==> config.mk <==
export PLATFORM = sky130hd
export DESIGN_NAME = complementary_dead_time_generator
export DESIGN_NICKNAME = d
export VERILOG_FILES = /design/src/rtl/complementary_dead_time_generator_pkg.sv /design/src/rtl/dead_time_channel.sv /design/src/rtl/complementary_dead_time_generator.sv
export SDC_FILE = /design/constraint.sdc
export NUM_CORES = 1
export LEC_CHECK = 0
export ABC_AREA = 0
export CORE_MARGIN = 2
export CORE_UTILIZATION = 24
export CTS_BUF_LIST = sky130_fd_sc_hd__clkbuf_8
export DETAILED_ROUTE_END_ITERATION = 8
export GPL_TIMING_DRIVEN = 0
export HOLD_SLACK_MARGIN = 0.1
export REMOVE_ABC_BUFFERS = 1
export SYNTH_ARGS = -nofsm -noshare
export SYNTH_HDL_FRONTEND = slang
export SYNTH_HIERARCHICAL = 1
export SYNTH_SLANG_ARGS = --single-unit
==> constraint.sdc <==
create_clock -name clk_i -period 2.2 [get_ports clk_i]
set_input_delay 0.22 -clock clk_i [delete_from_list [all_inputs] [get_ports clk_i]]
set_output_delay 0.22 -clock clk_i [all_outputs]
set_load 0.01 [all_outputs]
==> src/rtl/complementary_dead_time_generator_pkg.sv <==
// Shared definitions for the complementary dead-time generator.
//   dt_state_e : per-channel FSM state (3-bit encoding, OFF = 0 so reset is all-zero)
//   CntLoad    : value loaded into the dead-time counter on entry to a DT state
package complementary_dead_time_generator_pkg;

   typedef enum logic [2:0] {
      ST_OFF      = 3'd0,
      ST_DT_TO_HI = 3'd1,
      ST_HI_ON    = 3'd2,
      ST_DT_TO_LO = 3'd3,
      ST_LO_ON    = 3'd4
   } dt_state_e;

   localparam int unsigned CntLoad = 1;

endpackage

==> src/rtl/dead_time_channel.sv <==
// One complementary switch pair: FSM, dead-time counter, shadowed dead-time word
// and registered gate outputs.
//   clk_i, rst_ni      : clock, async active-low reset
//   force_off          : disable or kill; wins over every other transition
//   run                : channel may leave OFF
//   pwm                : registered gate command (1 = high side on)
//   dt_rise, dt_fall   : dead-time words sampled on entry to DT_TO_HI / DT_TO_LO
//   hi, lo, dt_active  : registered outputs decoded from the next state
module dead_time_channel
   import complementary_dead_time_generator_pkg::*;
#(
   parameter int unsigned DeadTimeWidth = 5
) (
   input  logic                     clk_i,
   input  logic                     rst_ni,
   input  logic                     force_off,
   input  logic                     run,
   input  logic                     pwm,
   input  logic [DeadTimeWidth-1:0] dt_rise,
   input  logic [DeadTimeWidth-1:0] dt_fall,
   output logic                     hi,
   output logic                     lo,
   output logic                     dt_active
);

   dt_state_e                state_q, state_d;
   logic [DeadTimeWidth-1:0] cnt_q, cnt_d;
   logic [DeadTimeWidth-1:0] shadow_q, shadow_d;

   // Next-state, counter and shadow logic
   always_comb begin
      state_d  = state_q;
      cnt_d    = cnt_q;
      shadow_d = shadow_q;
      if (force_off) begin
         state_d = ST_OFF;
      end else begin
         case (state_q)
            ST_OFF: begin
               if (run) begin
                  cnt_d = DeadTimeWidth'(CntLoad);
                  if (pwm) begin
                     state_d  = ST_DT_TO_HI;
                     shadow_d = dt_rise;
                  end else begin
                     state_d  = ST_DT_TO_LO;
                     shadow_d = dt_fall;
                  end
               end
            end
            ST_DT_TO_HI: begin
               // Reversal is an abort: the low side never stopped being safe
               if (!pwm)                    state_d = ST_LO_ON;
               else if (cnt_q >= shadow_q)  state_d = ST_HI_ON;
               else                         cnt_d   = cnt_q + DeadTimeWidth'(1);
            end
            ST_DT_TO_LO: begin
               if (pwm)                     state_d = ST_HI_ON;
               else if (cnt_q >= shadow_q)  state_d = ST_LO_ON;
               else                         cnt_d   = cnt_q + DeadTimeWidth'(1);
            end
            ST_HI_ON: begin
               if (!pwm) begin
                  state_d  = ST_DT_TO_LO;
                  cnt_d    = DeadTimeWidth'(CntLoad);
                  shadow_d = dt_fall;
               end
            end
            ST_LO_ON: begin
               if (pwm) begin
                  state_d  = ST_DT_TO_HI;
                  cnt_d    = DeadTimeWidth'(CntLoad);
                  shadow_d = dt_rise;
               end
            end
            default: state_d = ST_OFF;
         endcase
      end
   end

   // State register with outputs decoded from the next state
   always_ff @(posedge clk_i or negedge rst_ni) begin
      if (!rst_ni) begin
         state_q   <= ST_OFF;
         cnt_q     <= '0;
         shadow_q  <= '0;
         hi        <= 1'b0;
         lo        <= 1'b0;
         dt_active <= 1'b0;
      end else begin
         state_q   <= state_d;
         cnt_q     <= cnt_d;
         shadow_q  <= shadow_d;
         hi        <= (state_d == ST_HI_ON);
         lo        <= (state_d == ST_LO_ON);
         dt_active <= (state_d == ST_DT_TO_HI) || (state_d == ST_DT_TO_LO);
      end
   end

endmodule

==> src/rtl/complementary_dead_time_generator.sv <==
// Multi-channel complementary gate driver with programmable dead time and a
// sticky fault kill.
//   clk_i, rst_ni          : clock, async active-low reset
//   enable_i               : modulator enable (0 forces all channels OFF)
//   kill_i                 : fault kill; sets fault_o and forces all channels OFF
//   pwm_i                  : per-channel gate command
//   dt_rise_i, dt_fall_i   : both-low cycles before high-side / low-side turn-on
//   hi_o, lo_o             : gate drives
//   dt_active_o            : channel is in a dead interval
//   fault_o                : sticky kill flag, cleared by disabling without kill
module complementary_dead_time_generator
   import complementary_dead_time_generator_pkg::*;
#(
   parameter int unsigned NumChannels   = 2,
   parameter int unsigned DeadTimeWidth = 5
) (
   input  logic                     clk_i,
   input  logic                     rst_ni,
   input  logic                     enable_i,
   input  logic                     kill_i,
   input  logic [NumChannels-1:0]   pwm_i,
   input  logic [DeadTimeWidth-1:0] dt_rise_i,
   input  logic [DeadTimeWidth-1:0] dt_fall_i,
   output logic [NumChannels-1:0]   hi_o,
   output logic [NumChannels-1:0]   lo_o,
   output logic [NumChannels-1:0]   dt_active_o,
   output logic                     fault_o
);

   logic [NumChannels-1:0] pwm_q;
   logic                   pwm_vld_q;
   logic                   fault_q;
   logic                   force_off;
   logic                   run;

   // pwm_vld_q holds channels in OFF until pwm_q carries a real sample
   always_ff @(posedge clk_i or negedge rst_ni) begin
      if (!rst_ni) begin
         pwm_q     <= '0;
         pwm_vld_q <= 1'b0;
      end else begin
         pwm_q     <= pwm_i;
         pwm_vld_q <= 1'b1;
      end
   end

   // Sticky fault: only a disabled, kill-free edge clears it
   always_ff @(posedge clk_i or negedge rst_ni) begin
      if (!rst_ni)        fault_q <= 1'b0;
      else if (kill_i)    fault_q <= 1'b1;
      else if (!enable_i) fault_q <= 1'b0;
   end

   assign fault_o   = fault_q;
   assign force_off = !enable_i || kill_i;
   assign run       = enable_i && !fault_q && pwm_vld_q;

   for (genvar c = 0; c < NumChannels; c++) begin : g_ch
      dead_time_channel #(
         .DeadTimeWidth (DeadTimeWidth)
      ) u_ch (
         .clk_i     (clk_i),
         .rst_ni    (rst_ni),
         .force_off (force_off),
         .run       (run),
         .pwm       (pwm_q[c]),
         .dt_rise   (dt_rise_i),
         .dt_fall   (dt_fall_i),
         .hi        (hi_o[c]),
         .lo        (lo_o[c]),
         .dt_active (dt_active_o[c])
      );
   end

endmodule

==> results of run 1 <==
-- cell type report --
cell class | instances | area share (%)
clock buffers | 5 | 2.70
clock inverters | 2 | 0.343
inverters | 15 | 2.21
multi-input cells | 154 | 44.9
flip-flops and latches | 36 | 35.4
well taps | 108 | 5.30
repair buffers | 24 | 9.13
-- worst reg2reg max path, stage by stage, from the launching register on --
cell	delay, ns
dfrtp_1	0.39
ha_1	0.36
and4_4	0.21
a221oi_4	0.32
nand4_4	0.18
a21boi_4	0.22
mux2_4	0.31
-- state kept, by name, indices dropped and copies added, names as in the netlist --
| signal | count |
|---|---|
| fault_o | 1 |
| g_ch.u_ch/cnt_q | 10 |
| pwm_vld_q | 1 |
| g_ch.u_ch/lo | 2 |
| g_ch.u_ch/dt_active | 2 |
| g_ch.u_ch/state_q | 6 |
| g_ch.u_ch/hi | 2 |
| pwm_q | 2 |
| g_ch.u_ch/shadow_q | 10 |
-- repair_timing --
item / 4_1_cts / 5_1_grt
setup buffers: 1 / 0
pin swaps: 1 / 1
gates resized for setup: 1 / 8
hold buffers: 1 / 0
endpoints found under the hold margin: 36 / 0
endpoints found under the setup margin: 9 / 10
-- cell usage after synthesis (4+ instances only) --
cell and instances:
nor2b_1 4, nand3_1 4, nand2_1 7, o21ai_0 8, nand4_1 4, ha_1 12
or2_2 4, nor2_1 19, buf_2 5, dfrtp_1 36, inv_1 15, a21oi_1 21
mux2i_1 18, nand2b_1 6
-- cell usage in the layout (no fill, tap or decap), types with 2 or more instances in the layout --
cell type | netlist | layout
o21ai_0 | 8 | 8
clkdlybuf4s50_1 | 0 | 21
ha_1 | 12 | 12
nand3_1 | 4 | 4
xor2_1 | 2 | 2
a21oi_1 | 21 | 21
a21o_1 | 2 | 2
and3_1 | 2 | 2
o21ai_1 | 2 | 2
nor2b_1 | 4 | 4
o211ai_1 | 2 | 2
nand3b_1 | 3 | 3
inv_1 | 15 | 16
a21boi_0 | 3 | 3
dfrtp_1 | 36 | 35
nor3_1 | 3 | 2
nand2_1 | 7 | 7
nand4_1 | 4 | 4
a2111oi_2 | 1 | 2
mux2i_1 | 18 | 18
clkbuf_8 | 0 | 5
o21bai_1 | 2 | 2
o21a_1 | 2 | 2
or2_2 | 4 | 4
nor2_1 | 19 | 19
nand2b_1 | 6 | 5
-- metrics by stage --
step,area (um2),hold slack [ns],total power [mW],std cells
floorplan,2060,-0.0756,1.12,205
global placement,2410,0.493,1.23,335
detailed placement,2410,0.368,1.24,335
CTS,2510,0.376,1.69,344
global route,2550,0.377,1.83,344
finish,2550,0.382,1.70,344
-- logic make-up after synthesis --
| family | Yosys count |
|---|---|
| AND/OR/NAND/NOR | 66 |
| AO/OA/AOI/OAI | 53 |
| flip-flops | 36 |
| buffers and inverters | 23 |
| multiplexers | 20 |
| adder cells (fa/ha/maj) | 12 |
| XOR/XNOR | 2 |
| other | 1 |
-- layer usage --
metal | vias to the layer above | wire length (um) | global-route usage [%]
li1 | 803 | - | -
met1 | 757 | 2100 | 12.8
met2 | 21 | 1820 | 13.4
met3 | 4 | 95 | 1.86
met4 | 0 | 69 | 3.95
met5 | - | 0 | 0
-- worst max-delay path by stage --
stage,start,to,slack (ns),cells past startpoint
5_1_grt,g_ch[0].u_ch/cnt_q[4]$_DFFE_PN0P_,g_ch[0].u_ch/cnt_q[0]$_DFFE_PN0P_,-0.002,6
3_3_place_gp,enable_i,g_ch[0].u_ch/cnt_q[3]$_DFFE_PN0P_,-0.55,7
2_1_floorplan,fault_o$_DFFE_PN0P_,g_ch[0].u_ch/cnt_q[3]$_DFFE_PN0P_,0.09,6
3_5_place_dp,enable_i,g_ch[0].u_ch/cnt_q[4]$_DFFE_PN0P_,-0.59,7
6_report,g_ch[0].u_ch/cnt_q[4]$_DFFE_PN0P_,g_ch[0].u_ch/cnt_q[0]$_DFFE_PN0P_,0.1,6
4_1_cts,g_ch[0].u_ch/cnt_q[0]$_DFFE_PN0P_,g_ch[0].u_ch/cnt_q[0]$_DFFE_PN0P_,0.02,7
-- report_power, final --
| part | total, mW | internal, mW | switching, mW |
|---|---|---|---|
| registers | 0.827 | 0.758 | 0.0697 |
| logic | 0.442 | 0.214 | 0.228 |
| clock network | 0.427 | 0.210 | 0.217 |
==> results.ini, run 1 <==
[global_routing]
grt_usage_pct = 9.04
overflow = 0
first_global_vias = 1524
grt_pass1_wl_um = 7090
grt_max_degree = 37
antenna_found_initial = 0

[logic_synthesis]
synth_warnings = 6
synth-compound-area-share_pct = 16.8
async_flop_share_pct = 100
syn-mean-instance-area_um2 = 9.92
synth_top_family_by_area = simple AND/OR/NAND/NOR gates
synth-simple-area-share_pct = 17.4
yosysTopAreaCellShare_pct = 42.7
synth_ff_type = dfrtp_1
syn_inst = 213
yosys.area_share.xor_xnor_pct = 0.829
netlist_area_um2 = 2110
synth_cell_types = 50
seq_area_frac_synth_pct = 42.7
synth_area_leaders = dfrtp_1 (43%), mux2i_1 (8.5%), ha_1 (7.1%)
muxShareOfSynthArea_pct = 9.77
yosys.area.top_type = dfrtp_1
synth_edf_count = 0
ys_ff_latch = 36
synthAdderAreaFrac_pct = 7.11

[route]
dr_total_vias = 1585
drc = 0
first_pass_iters = 4
post_drt_wl_per_cell_um = 11.9
drt_iter0_drc = 59
ant_nets = 0
drt-total-wl_um = 4090
vias_per_cell = 4.61

[floorplanning]
ioPinCount = 23
die_area_um2 = 9570
core_area_um2 = 8640
fp.dieW_um = 97.8
die_h_um = 97.8
start_util_pct = 24.5
num_rows = 34

[worst_setup_path]
cp.arrival_ns = 2.27
worstPathMaxFanout = 4
crit_chain = ha_1 -> and4_4 -> a221oi_4 -> nand4_4 -> a21boi_4 -> mux2_4
rrSetupSlack_ns = 0.1
cpPeakStageDelay_ns = 0.39
cp_top_family = compound AO/OA/AOI/OAI gates
crit_type = reg -> reg
cp.buffers_inverters = 0
r2r-start = g_ch[0].u_ch/cnt_q[4]$_DFFE_PN0P_
end_kind = flip-flop
critPathSlowestCell = dfrtp_1
cp.required_ns = 2.37
reg2reg_depth = 6
crit_path_start_kind = flip-flop
reg2reg_to = g_ch[0].u_ch/cnt_q[0]$_DFFE_PN0P_

[layout]
diodes = 0
seqCellArea_um2 = 902
final_nets = 264
nFillCells = 894
drive_above_1_share_pct = 11.9
syn2layout_area_growth_pct = 20.7
final_util_pct = 29.5
multi_input_area_um2 = 1150

[sta]
finalSetupViolCount = 0
hold_viol = 0
fin_ws_ns = 0.0971
max_freq_ghz = 0.476
fin_worst_skew_ns = 0.00816
worst_pin_slew_ns = 0.783
fin_tns_setup_ns = 0
period_share_pct = 95.6
final.min_clock_period_ns = 2.10
slew_viol_final = 0
relSlewSlack_pct = 47.8

[power]
leakage_nw = 1.11
vdd_drop_max_uv = 224
power_density_nw_per_um2 = 665

[clocking]
clk_latency_ns = 0.28
cts_sinks = 36
clk_pin_slew_ns = 0.07
cts_made_buffers = 5
cts_max_level = 2
tritoncts = done
root_buffer = clkbuf_8
clock_path_buffers = 2

[hold_path]
min-delay-path-class = in -> reg
hold_depth = 1
hp-start = pwm_i[1]
hold_end = pwm_q[1]$_DFF_PN0_

[place]
place_congestion = 0.772
hpwl_um = 2990
io_buffers = 22
dp_slack_ns = -0.594

[status]
status = finished, final reports clean

[job]
cap_violations = 0

No activity file was read; power rests on OpenSTA's default activity.
==> run 2, diff against run 1 <==
- ABC_CLOCK_PERIOD_IN_PS: unset -> 2200
- PLACE_DENSITY: unset -> 0.39
==> run 2 against run 1 <==
Against the previous run: fmax up 1.9%; power is 2.5% higher; setup slack gained 0.038 ns; hold slack got worse by 0.0093 ns; via count rose by 2.9%; register-to-register slack improved by 0.04 ns; sequential share of layout area is 0.53 points lower; core utilization up 0.45 points; wire length grew 11%; sequential power up 0.7%.
==> results.ini, run 2 (same netlist as run 1, synthesis figures left out) <==
[status]
status = finished, final reports clean

[clocking]
tritoncts = done
clk_pin_slew_ns = 0.07
clk_latency_ns = 0.29
root_buffer = clkbuf_8
cts_made_buffers = 5
cts_sinks = 36
clock_path_buffers = 2
cts_max_level = 2

[route]
drt_iter0_drc = 65
ant_nets = 0
vias_per_cell = 4.74
post_drt_wl_per_cell_um = 13.2
drt-total-wl_um = 4540
dr_total_vias = 1631
first_pass_iters = 4
drc = 0

[layout]
nFillCells = 931
final_common_cell = dfrtp_1
final_util_pct = 30.0
multi_input_area_um2 = 1180
seqCellArea_um2 = 902
reg_top3 = g_ch.u_ch/cnt_q (10), g_ch.u_ch/shadow_q (10), g_ch.u_ch/state_q (6)
diodes = 0
final_cell_mix = dfrtp_1 (35), clkdlybuf4s50_1 (21), a21oi_1 (20), nor2_1 (19), mux2i_1 (18)
final_nets = 264
drive_above_1_share_pct = 13.1
syn2layout_area_growth_pct = 22.6

[global_routing]
first_global_vias = 1633
overflow = 0
antenna_found_initial = 0
grt_usage_pct = 10.1
grt_pass1_wl_um = 7910
grt_max_degree = 37

[worst_setup_path]
rrSetupSlack_ns = 0.14
r2r-start = g_ch[0].u_ch/cnt_q[1]$_DFFE_PN0P_
worstPathMaxFanout = 4
cp.required_ns = 2.37
crit_path_start_kind = flip-flop
crit_path_start = g_ch[0].u_ch/cnt_q[1]$_DFFE_PN0P_
cp.arrival_ns = 2.24
end_kind = flip-flop
crit_type = reg -> reg

[sta]
hold_viol = 0
fin_hold_ws_ns = 0.372
finalSetupViolCount = 0
rsz0062_at_grt = no
final.min_clock_period_ns = 2.06
slew_viol_final = 0
worst_pin_slew_ns = 0.818
max_freq_ghz = 0.484
period_share_pct = 93.8
fin_worst_skew_ns = 0.00544
relSlewSlack_pct = 45.5

[floorplanning]
die_h_um = 97.8
die_area_um2 = 9570
ioPinCount = 23
num_rows = 34
core_area_um2 = 8640
fp.dieW_um = 97.8
start_util_pct = 24.5

[power]
p_seq_share_pct = 47.9
p_clk_share_pct = 25.8
p_switching_uw = 548
vdd_drop_max_uv = 202
comb_power_share_pct = 26.3
leakage_nw = 1.11
switching_share_pct = 31.5
internal-power_mw = 1.19
power_density_nw_per_um2 = 672

[place]
io_buffers = 22
hpwl_um = 3170
place_congestion = 0.729

[hold_path]
min-delay-path-class = in -> reg
hp-start = pwm_i[1]

[job]
cap_violations = 0

run 2: power groups by stage:
| stage | sequential (mW) | combinational [mW] | clock, mW |
|---|---|---|---|
| floorplan | 0.824 | 0.292 | 0 |
| finish | 0.833 | 0.457 | 0.448 |
| CTS | 0.832 | 0.410 | 0.480 |
| detailed placement | 0.845 | 0.400 | 0 |
| global route | 0.851 | 0.531 | 0.498 |
| global placement | 0.844 | 0.399 | 0 |
run 2: path summary, 6_finish.rpt:
path | end | cells past startpoint
worst min-delay path | pwm_q[1]$_DFF_PN0_ | 1
worst min register to register | fault_o$_DFFE_PN0P_ | 1
worst max-delay path | g_ch[0].u_ch/cnt_q[0]$_DFFE_PN0P_ | 6
min in group asynchronous | g_ch[1].u_ch/hi$_DFF_PN0_ | 2
max in group asynchronous | g_ch[0].u_ch/cnt_q[0]$_DFFE_PN0P_ | 2
worst max register to register | g_ch[0].u_ch/cnt_q[0]$_DFFE_PN0P_ | 6
run 2: area by class of cell:
type / count / share of cell area, %
Timing Repair Buffer: 24 / 9.13
Tap cell: 108 / 5.22
Sequential cell: 36 / 34.8
Clock inverter: 2 / 0.338
Inverter: 15 / 2.17
Multi-Input combinational cell: 154 / 45.6
Clock buffer: 5 / 2.66
run 2: metal layers:
| layer | GRT usage [%] | part of all wire, % | wire [um] | vias to the layer above |
|---|---|---|---|---|
| met5 | 0 | 0 | 0 | - |
| met4 | 3.95 | 1.9 | 84 | 0 |
| met3 | 2.00 | 3.0 | 137 | 7 |
| met2 | 14.7 | 41 | 1880 | 27 |
| met1 | 14.7 | 54 | 2440 | 798 |
| li1 | - | - | - | 799 |
run 2: critical path, cell delays in order (launching register included):
cell	delay, ns
dfrtp_1	0.43
ha_1	0.31
and4_4	0.20
a221oi_4	0.33
nand4_4	0.17
a21boi_4	0.20
mux2_4	0.31
run 2: what timing repair did:
item	4_1_cts	5_1_grt
resized for setup	1	15
endpoints found under the setup margin	9	19
hold buffers	1	0
pin swaps	1	3
buffers inserted	1	0
endpoints found under the hold margin	36	0
run 2: through the flow:
stage | instance area (um2) | power, mW | worst slack [ns] | setup TNS, ns | instances
3_5_place_dp | 2410 | 1.25 | -0.699 | -6.56 | 335
4_1_cts | 2510 | 1.72 | 0.0175 | 0 | 344
3_3_place_gp | 2410 | 1.24 | -0.703 | -9.86 | 335
2_1_floorplan | 2060 | 1.12 | 0.0925 | 0 | 205
6_report | 2590 | 1.74 | 0.135 | 0 | 344
5_1_grt | 2590 | 1.88 | 0.00649 | 0 | 344
==> run 3, diff against run 2 <==
- SKIP_CTS_REPAIR_TIMING: unset -> 1
==> run 3 against run 2 <==
Against the previous run: critical path type unchanged; final cell count unchanged; first-iteration DRC count up 15%; critical path depth unchanged; global-route usage about the same; die area unchanged; power down 0.67%; combinational power down 2%; hold slack worse by 0.35 ns; clock skew about the same; via count up 0.25%; wire length up 0.44%.
==> results.ini, run 3 (same netlist as run 1, synthesis figures left out) <==
[status]
status = finished, final reports clean

[floorplanning]
core_area_um2 = 8640
num_rows = 34
start_util_pct = 24.5
fp.dieW_um = 97.8
die_area_um2 = 9570
ioPinCount = 23
die_h_um = 97.8

[worst_setup_path]
end_kind = flip-flop
cp.buffers_inverters = 0
cpPeakStageDelay_ns = 0.40
cp_top_family = simple AND/OR/NAND/NOR gates
crit_chain = and3b_1 -> nor2_1 -> o32a_1 -> or2_1 -> a21boi_4 -> mux2_4
reg2reg_depth = 6
crit_path_start_kind = flip-flop
crit_type = reg -> reg
cp.required_ns = 2.37
critPathSlowestCell = dfrtp_1
rrSetupSlack_ns = 0.07
cp.depth = 6
cp.arrival_ns = 2.31
worstPathMaxFanout = 8

[sta]
rsz0062_at_grt = yes
finalSetupViolCount = 0
max_freq_ghz = 0.469
period_share_pct = 97.0
fin_tns_setup_ns = 0
slew_viol_final = 0
fin_hold_ws_ns = 0.0215
relSlewSlack_pct = 45.1
worst_pin_slew_ns = 0.824
fin_worst_skew_ns = 0.00558
final.min_clock_period_ns = 2.13
hold_viol = 0
fin_ws_ns = 0.0658

[clocking]
clock_path_buffers = 2
clk_pin_slew_ns = 0.07
root_buffer = clkbuf_8
cts_max_level = 2
cts_sinks = 36
tritoncts = done
clk_latency_ns = 0.29
cts_made_buffers = 5

[place]
hpwl_um = 3170
dp_slack_ns = -0.699
placed_cells = 335
io_buffers = 22
place_congestion = 0.729

[route]
first_pass_iters = 4
dr_total_vias = 1635
drc = 0
ant_nets = 0
drt-total-wl_um = 4560
drt_iter0_drc = 75
vias_per_cell = 4.75
post_drt_wl_per_cell_um = 13.3

[layout]
final_nets = 264
final_cell_mix = dfrtp_1 (35), a21oi_1 (21), clkdlybuf4s50_1 (21), nor2_1 (19), mux2i_1 (17)
diodes = 0
final_common_cell = dfrtp_1
stdcell_count = 344
syn2layout_area_growth_pct = 21.8
reg_top3 = g_ch.u_ch/cnt_q (10), g_ch.u_ch/shadow_q (10), g_ch.u_ch/state_q (6)
drive_above_1_share_pct = 12.7

[power]
leakage_nw = 1.11
vdd_drop_max_uv = 202
power_density_nw_per_um2 = 671

[global_routing]
grt_max_degree = 37
grt_usage_pct = 10.1
first_global_vias = 1619
overflow = 0
antenna_found_initial = 0
grt_pass1_wl_um = 7870

[job]
cap_violations = 0

[hold_path]
min-delay-path-class = in -> async

## run 3: power breakdown
part	switching (mW)	internal (mW)	leakage (nW)	total [mW]
logic	0.233	0.213	0.605	0.446
registers	0.0750	0.757	0.458	0.832
clock network	0.238	0.211	0.0452	0.449
total	0.546	1.18	1.11	1.73
## run 3: routing by layer
metal  vias up  GRT usage, %  wire, um
li1        796             -         -
met1       805          14.7      2410
met2        27          14.6      1930
met3         7          2.00       135
met4         0          3.85        85
met5         -             0         0
## run 3: worst paths after layout
check / startpoint / to
setup / recovery: fault_o$_DFFE_PN0P_ / g_ch[0].u_ch/cnt_q[0]$_DFFE_PN0P_
hold / removal: rst_ni / g_ch[1].u_ch/hi$_DFF_PN0_
setup reg to reg: fault_o$_DFFE_PN0P_ / g_ch[0].u_ch/cnt_q[0]$_DFFE_PN0P_
hold reg to reg: g_ch[0].u_ch/shadow_q[2]$_DFFE_PN0P_ / g_ch[0].u_ch/shadow_q[2]$_DFFE_PN0P_
max in group asynchronous: rst_ni / g_ch[0].u_ch/cnt_q[0]$_DFFE_PN0P_
min in group clk_i: pwm_i[1] / pwm_q[1]$_DFF_PN0_
## run 3: final cells by class
| type | count | area [um2] |
|---|---|---|
| repair buffers | 24 | 230 |
| fillers | 932 | 6060 |
| inverters | 15 | 56.3 |
| clock inverters | 2 | 8.76 |
| flip-flops and latches | 36 | 902 |
| well taps | 108 | 135 |
| multi-input cells | 154 | 1170 |
| clock buffers | 5 | 68.8 |
## run 3: per-stage QoR
step	utilization, %	total power [mW]	instance area (um2)
detailed placement	27.9	1.25	2410
finish	29.8	1.73	2570
CTS	28.8	1.72	2480
floorplan	-	1.12	2060
global placement	27.9	1.24	2410
global route	29.8	1.87	2570
